[src/rtl/piso_tx_sequencer.sv]
// -----------------------------------------------------------------------------
// piso_tx_sequencer
//
// Controller for an external parallel-in/serial-out shift register. A 32-bit
// word is accepted from a valid/ready requester and presented on
// Parallel_Data_Out. Load_Shiftb_Out tells the PISO, which acts on the falling
// clock edge, whether to load the word or shift it right. The PISO's bit 0
// comes back on Serial_Bit_In. It is re-registered here on the rising edge and
// sent out LSB first as a frame of 1..32 bits.
//
// Optional feature: define PISO_TX_SEQUENCER_PARITY_EN to append one
// even-parity bit after the data bits. The parity bit is the XOR of the
// frame's data bits.
//
// Ports
//   Clk_In            in   1  clock; all state updates on the rising edge
//   Reset_In          in   1  asynchronous, active-high reset
//   Tx_Valid_In       in   1  requester offers a word
//   Tx_Data_In        in  32  word to serialise, LSB first
//   Frame_Len_In      in   6  bits per frame (0 or >32 means 32)
//   Abort_In          in   1  cancel the frame in progress
//   Serial_Bit_In     in   1  PISO serial output (shift register bit 0)
//   Tx_Ready_Out      out  1  controller idle, word can be accepted
//   Load_Shiftb_Out   out  1  PISO control: 1 = load, 0 = shift
//   Parallel_Data_Out out 32  captured word for the PISO parallel input
//   Serial_Data_Out   out  1  registered serial bit
//   Serial_Valid_Out  out  1  Serial_Data_Out carries a frame bit
//   Frame_Done_Out    out  1  pulse with the last bit of the frame
//   Busy_Out          out  1  frame in progress
//   Bit_Count_Out     out  6  index of the bit on Serial_Data_Out (0 when idle)
// -----------------------------------------------------------------------------
module piso_tx_sequencer (
  input  logic        Clk_In,
  input  logic        Reset_In,
  input  logic        Tx_Valid_In,
  input  logic [31:0] Tx_Data_In,
  input  logic [5:0]  Frame_Len_In,
  input  logic        Abort_In,
  input  logic        Serial_Bit_In,
  output logic        Tx_Ready_Out,
  output logic        Load_Shiftb_Out,
  output logic [31:0] Parallel_Data_Out,
  output logic        Serial_Data_Out,
  output logic        Serial_Valid_Out,
  output logic        Frame_Done_Out,
  output logic        Busy_Out,
  output logic [5:0]  Bit_Count_Out
);

`ifdef PISO_TX_SEQUENCER_PARITY_EN
  typedef enum logic [1:0] {ST_IDLE, ST_LOAD, ST_SHIFT, ST_PARITY} state_t;
`else
  typedef enum logic [1:0] {ST_IDLE, ST_LOAD, ST_SHIFT} state_t;
`endif

  state_t      state_q, state_d;
  logic [31:0] pdata_q, pdata_d;
  logic [5:0]  len_q, len_d;
  logic [5:0]  cnt_q, cnt_d;
  logic        sdata_q, sdata_d;
  logic        svalid_q, svalid_d;
  logic        done_q, done_d;
  logic        ld_q, ld_d;
  logic        busy_q, busy_d;
`ifdef PISO_TX_SEQUENCER_PARITY_EN
  logic        par_q, par_d;
`endif

  logic [5:0]  eff_len;   // frame length after clamping
  logic [5:0]  idx;       // index of the bit captured at this edge

  always_comb begin
    if (Frame_Len_In == 6'd0 || Frame_Len_In > 6'd32) eff_len = 6'd32;
    else                                              eff_len = Frame_Len_In;
  end

  always_comb begin
    // NOTE: every signal gets a default before the case statement. An
    // unassigned path in always_comb would otherwise infer a latch.
    state_d  = state_q;
    pdata_d  = pdata_q;
    len_d    = len_q;
    cnt_d    = 6'd0;
    sdata_d  = 1'b0;
    svalid_d = 1'b0;
    done_d   = 1'b0;
    idx      = 6'd0;
`ifdef PISO_TX_SEQUENCER_PARITY_EN
    par_d    = par_q;
`endif

    case (state_q)
      ST_IDLE: begin
        // Abort_In is ignored here, so it never blocks an accept.
        if (Tx_Valid_In) begin
          pdata_d = Tx_Data_In;
          len_d   = eff_len;
          state_d = ST_LOAD;
`ifdef PISO_TX_SEQUENCER_PARITY_EN
          par_d   = 1'b0;
`endif
        end
      end

      // The PISO has loaded at the falling edge inside LOAD, so bit 0 is
      // already on Serial_Bit_In at the LOAD->SHIFT edge. Capture starts
      // there, which gives one cycle of latency from accept to first bit.
      ST_LOAD, ST_SHIFT: begin
        if (Abort_In) begin
          state_d = ST_IDLE;
        end else begin
          idx      = (state_q == ST_LOAD) ? 6'd0 : cnt_q + 6'd1;
          sdata_d  = Serial_Bit_In;
          svalid_d = 1'b1;
          cnt_d    = idx;
`ifdef PISO_TX_SEQUENCER_PARITY_EN
          par_d    = par_q ^ Serial_Bit_In;
`endif
          if (idx == len_q - 6'd1) begin
`ifdef PISO_TX_SEQUENCER_PARITY_EN
            state_d = ST_PARITY;
`else
            done_d  = 1'b1;
            state_d = ST_IDLE;
`endif
          end else begin
            state_d = ST_SHIFT;
          end
        end
      end

`ifdef PISO_TX_SEQUENCER_PARITY_EN
      ST_PARITY: begin
        state_d = ST_IDLE;
        if (!Abort_In) begin
          sdata_d  = par_q;
          svalid_d = 1'b1;
          cnt_d    = len_q;
          done_d   = 1'b1;
        end
      end
`endif

      default: state_d = ST_IDLE;
    endcase

    // The PISO must load while idle and during LOAD, and shift otherwise.
    ld_d   = (state_d == ST_IDLE) || (state_d == ST_LOAD);
    busy_d = (state_d != ST_IDLE);
  end

  // NOTE: Reset_In is in the sensitivity list, so reset takes effect without
  // waiting for a clock edge.
  always_ff @(posedge Clk_In or posedge Reset_In) begin
    if (Reset_In) begin
      state_q  <= ST_IDLE;
      pdata_q  <= 32'd0;
      len_q    <= 6'd32;
      cnt_q    <= 6'd0;
      sdata_q  <= 1'b0;
      svalid_q <= 1'b0;
      done_q   <= 1'b0;
      ld_q     <= 1'b1;
      busy_q   <= 1'b0;
`ifdef PISO_TX_SEQUENCER_PARITY_EN
      par_q    <= 1'b0;
`endif
    end else begin
      // NOTE: non-blocking assignments, so every flop samples the pre-edge
      // values no matter what order the statements are in.
      state_q  <= state_d;
      pdata_q  <= pdata_d;
      len_q    <= len_d;
      cnt_q    <= cnt_d;
      sdata_q  <= sdata_d;
      svalid_q <= svalid_d;
      done_q   <= done_d;
      ld_q     <= ld_d;
      busy_q   <= busy_d;
`ifdef PISO_TX_SEQUENCER_PARITY_EN
      par_q    <= par_d;
`endif
    end
  end

  assign Tx_Ready_Out      = (state_q == ST_IDLE);
  assign Load_Shiftb_Out   = ld_q;
  assign Parallel_Data_Out = pdata_q;
  assign Serial_Data_Out   = sdata_q;
  assign Serial_Valid_Out  = svalid_q;
  assign Frame_Done_Out    = done_q;
  assign Busy_Out          = busy_q;
  assign Bit_Count_Out     = cnt_q;

endmodule

[config.mk]
export PLATFORM = sky130hd
export DESIGN_NAME = piso_tx_sequencer
export DESIGN_NICKNAME = d
export VERILOG_FILES = /design/src/rtl/piso_tx_sequencer.sv
export SDC_FILE = /design/constraint.sdc
export NUM_CORES = 1
export LEC_CHECK = 0
export CORE_AREA = 2 2 75 77
export CTS_CLUSTER_SIZE = 40
export DETAILED_ROUTE_END_ITERATION = 10
export DIE_AREA = 0 0 77 79
export PLACE_DENSITY = 0.8
export SETUP_SLACK_MARGIN = 0.1
export SYNTH_ARGS = -nofsm -noshare
export SYNTH_HDL_FRONTEND = slang
export SYNTH_SLANG_ARGS = --single-unit
[constraint.sdc]
create_clock -name Clk_In -period 2.3 [get_ports Clk_In]
set_input_delay 0.46 -clock Clk_In [delete_from_list [all_inputs] [get_ports Clk_In]]
set_output_delay 0.46 -clock Clk_In [all_outputs]
set_load 0.005 [all_outputs]
==> impl_metrics.json, run 1 <==
{
  "nets": 316,
  "drtIter0Drc": 62,
  "grt_pass1_vias": 1671,
  "cp_max_fo": 4,
  "syn_area_sq_um": 2280,
  "die_h_um": 79,
  "muxShareOfSynthArea_pct": 17.1,
  "grt_usage_pct": 16.3,
  "synth_area_per_cell_sq_um": 12.7,
  "clock-sinks": 51,
  "endpoint": "Tx_Ready_Out",
  "antenna_found_initial": 0,
  "post_drt_wl_per_cell_um": 13.3,
  "clock_skew_ns": 0.00682,
  "synth.distinct_cells": 31,
  "seq_area_frac_synth_pct": 56.1,
  "dr_wl_met2_um": 2100,
  "maxSlewHeadroom_pct": 74.3,
  "synth_top_family_by_area": "multiplexers",
  "final_antenna_net_count": 0,
  "path_cells": "inv_1 -> ha_1 -> clkdlybuf4s50_1",
  "routed_wl_um": 4530,
  "routed.top_layer": "met4",
  "area_growth_pct": 47.2,
  "cts_resized": 0,
  "hold_path.class": "in -> async",
  "grt_pass1_wl_um": 7680,
  "arrival_ns": 1.56,
  "finalCritPeriodShare_pct": 87.9,
  "grt_overflow": 0,
  "io_pins": 87,
  "ys.warnings.count": 0,
  "criticalPathCategory": "reg -> out",
  "vias_per_cell": 4.73,
  "grt_max_degree": 45,
  "row_count": 27,
  "utilization_pct": 62.9,
  "vias": 1608,
  "place_congestion": 0.694,
  "chipWidth_um": 77,
  "rsz0062_at_grt": "false",
  "worstSkewPairLatency_ns": 0.31,
  "drt-met1-wl_um": 1930,
  "cts_max_level": 2,
  "syn_inst": 179,
  "drv_cap": 0,
  "startpoint": "state_q[1]$_DFF_PP0_",
  "cts_hold_buf": 0,
  "outcome": "finished clean",
  "vdd_drop_max_uv": 644,
  "tns_ns": 0,
  "required_ns": 1.84,
  "cts_tree": "yes",
  "p_leak_nw": 1.40,
  "yosys.area_share.simple_pct": 11.2,
  "start_kind": "register",
  "port_buffers": 86,
  "rr_endpoint": "state_q[1]$_DFF_PP0_",
  "cp-end-kind": "output pin",
  "rrSetupSlack_ns": 0.33,
  "cts_setup_buffers": 0,
  "clk_pin_slew_ns": 0.09,
  "drc_errors": 0,
  "slew_violations": 0,
  "synth_xor_area_share_pct": 4.61,
  "dr_wl_met3_um": 458,
  "initial_utilization_pct": 42.7,
  "dieArea_sq_um": 6080,
  "critPathMaxStageDelay_ns": 0.52,
  "hold_violations": 0,
  "firstDrtPassIters": 4,
  "synth_compound_area_share_pct": 5.65,
  "fmax_mhz": 495,
  "dp_hpwl_um": 3490,
  "ff2ff_path_depth": 8,
  "regToRegStartpoint": "state_q[1]$_DFF_PP0_",
  "slowest_stage": "clkdlybuf4s50_1",
  "syn_nets": 227,
  "period_minus_slack_ns": 2.02,
  "synth_fa_ha_area_share_pct": 2.74,
  "cts_buffer_depth": 2,
  "numCtsBuffers": 5,
  "tightest_slew_ns": 0.385,
  "ys_seq_elements": 51,
  "p_per_area_nw_per_um2": 1190,
  "ctsRootBufferMaster": "clkbuf_8",
  "core_area_sq_um": 5340,
  "layout-drive-gt1-share_pct": 8.21,
  "antennaDiodeCount": 0,
  "setup_viol": 0
}
==> kinds of logic (layout without fill, tap and decap cells) <==
kind of cell / after synthesis / in the layout
compound gates: 15 / 15
xor+xnor: 12 / 12
fa+ha+maj: 5 / 5
buf+inv: 15 / 104
flops: 51 / 51
mux: 35 / 35
simple gates: 46 / 46
==> worst min path at each step <==
| stage | from | to | slack [ns] | cells past startpoint |
|---|---|---|---|---|
| after floorplan | len_q[5]$_DFFE_PP1P_ | len_q[5]$_DFFE_PP1P_ | 0.47 | 2 |
| after global placement | Parallel_Data_Out[8]$_DFFE_PP0P_ | Parallel_Data_Out[8]$_DFFE_PP0P_ | 0.47 | 1 |
| after detailed placement | Parallel_Data_Out[22]$_DFFE_PP0P_ | Parallel_Data_Out[22]$_DFFE_PP0P_ | 0.48 | 1 |
| after CTS | Reset_In | Parallel_Data_Out[6]$_DFFE_PP0P_ | 0.44 | 2 |
| after global routing | Reset_In | Parallel_Data_Out[6]$_DFFE_PP0P_ | 0.47 | 2 |
| final | Reset_In | Parallel_Data_Out[14]$_DFFE_PP0P_ | 0.44 | 2 |
==> stage by stage <==
step	area, sq um	total power, W	hold slack, ns	worst slack, ns	instances
6_report	3360	0.00400	0.438	0.278	340
5_1_grt	3360	0.00430	0.474	0.179	340
4_1_cts	3350	0.00406	0.442	0.255	340
3_5_place_dp	3250	0.00344	0.481	0.348	333
3_3_place_gp	3250	0.00337	0.472	0.428	333
2_1_floorplan	2280	0.00248	0.475	0.562	179
==> Yosys cell counts, drive strengths merged <==
| library cell | instances | share of area, % |
|---|---|---|
| nor2 | 9 | 1.5 |
| o2111ai | 1 | 1.2 |
| xor2 | 5 | 1.9 |
| xnor2 | 7 | 2.7 |
| a2bb2oi | 1 | 0.38 |
| o2bb2ai | 2 | 0.77 |
| mux2 | 32 | 16 |
| nor4 | 1 | 0.27 |
| and3 | 2 | 0.82 |
| dfstp | 2 | 2.3 |
| clkbuf | 5 | 0.82 |
| and2 | 1 | 0.27 |
| nand3 | 2 | 0.44 |
| dfrtp | 49 | 54 |
| mux2i | 3 | 1.3 |
| ha | 5 | 2.7 |
| a21oi | 2 | 0.44 |
| nor3 | 8 | 2.0 |
| inv | 8 | 1.3 |
| nor3b | 1 | 0.55 |
| nand2 | 9 | 1.5 |
| o32ai | 1 | 0.38 |
| buf | 2 | 0.44 |
| o21ai | 6 | 1.3 |
| a31oi | 2 | 1.2 |
| nand2b | 13 | 3.9 |
==> flip-flops by register name, indices dropped and copies added (netlist names), 2 cells and up <==
name               count
Bit_Count_Out          6
state_q                2
Parallel_Data_Out     32
len_q                  6
==> placed cells by master, fill, tap and decap left out <==
master,instances
a2bb2oi_1,1
nor2_1,9
clkbuf_8,5
nor4_1,1
ha_1,5
and2_1,1
a21oi_1,2
buf_12,2
a31oi_4,1
o2bb2ai_1,2
o2111ai_4,1
clkdlybuf4s50_1,86
and3_2,1
bufinv_16,1
nor3_2,1
dfstp_2,2
a31oi_1,1
nand2b_1,12
clkbuf_1,1
inv_2,2
dfrtp_1,48
buf_4,1
nand2b_4,1
mux2_1,32
nand2_2,1
nor3b_2,1
nand3_1,2
o32ai_1,1
o21ai_1,6
and3_4,1
xnor2_1,7
mux2i_1,3
dfrtp_2,1
inv_1,6
xor2_1,5
nor3_1,7
nand2_1,8
==> final cells by class <==
class	count	area [sq um]
clock inverters	1	30.0
inverters	8	30.0
repair buffers	89	908
fillers	488	1980
clock buffers	6	72.6
multi-input cells	113	945
flip-flops and latches	51	1280
well taps	72	90.1
==> metal layers <==
layer	track usage, %	vias up
met5	0	-
met4	4.82	0
met3	7.95	5
met2	26.5	63
met1	19.3	756
li1	-	784
==> report_power, final <==
| group | total, W | leakage (nW) | internal, W | switching [W] |
|---|---|---|---|---|
| combinational | 0.00185 | 0.723 | 0.00112 | 0.000729 |
| clock | 0.000598 | 0.0513 | 0.000319 | 0.000279 |
| sequential | 0.00155 | 0.621 | 0.00130 | 0.000248 |
==> critical path: cells and delay by family (launching register included) <==
family	cells	cell delay, ns
fa+ha+maj	1	0.23
buf+inv	2	0.61
flops	1	0.42
Note: power is estimated with default switching activity, not from simulation.
==> run 2: changes to the inputs <==
- CTS_CLUSTER_DIAMETER: unset -> 40
==> results of run 2 <==
The final DEF is identical to that of run 1; final timing and power are the same.
==> run 3: changes to the inputs <==
- ABC_AREA: unset -> 0
- CAP_MARGIN: unset -> 20
- TNS_END_PERCENT: unset -> 10
==> results of run 3 <==
The final DEF is identical to that of run 1; final timing and power are the same.
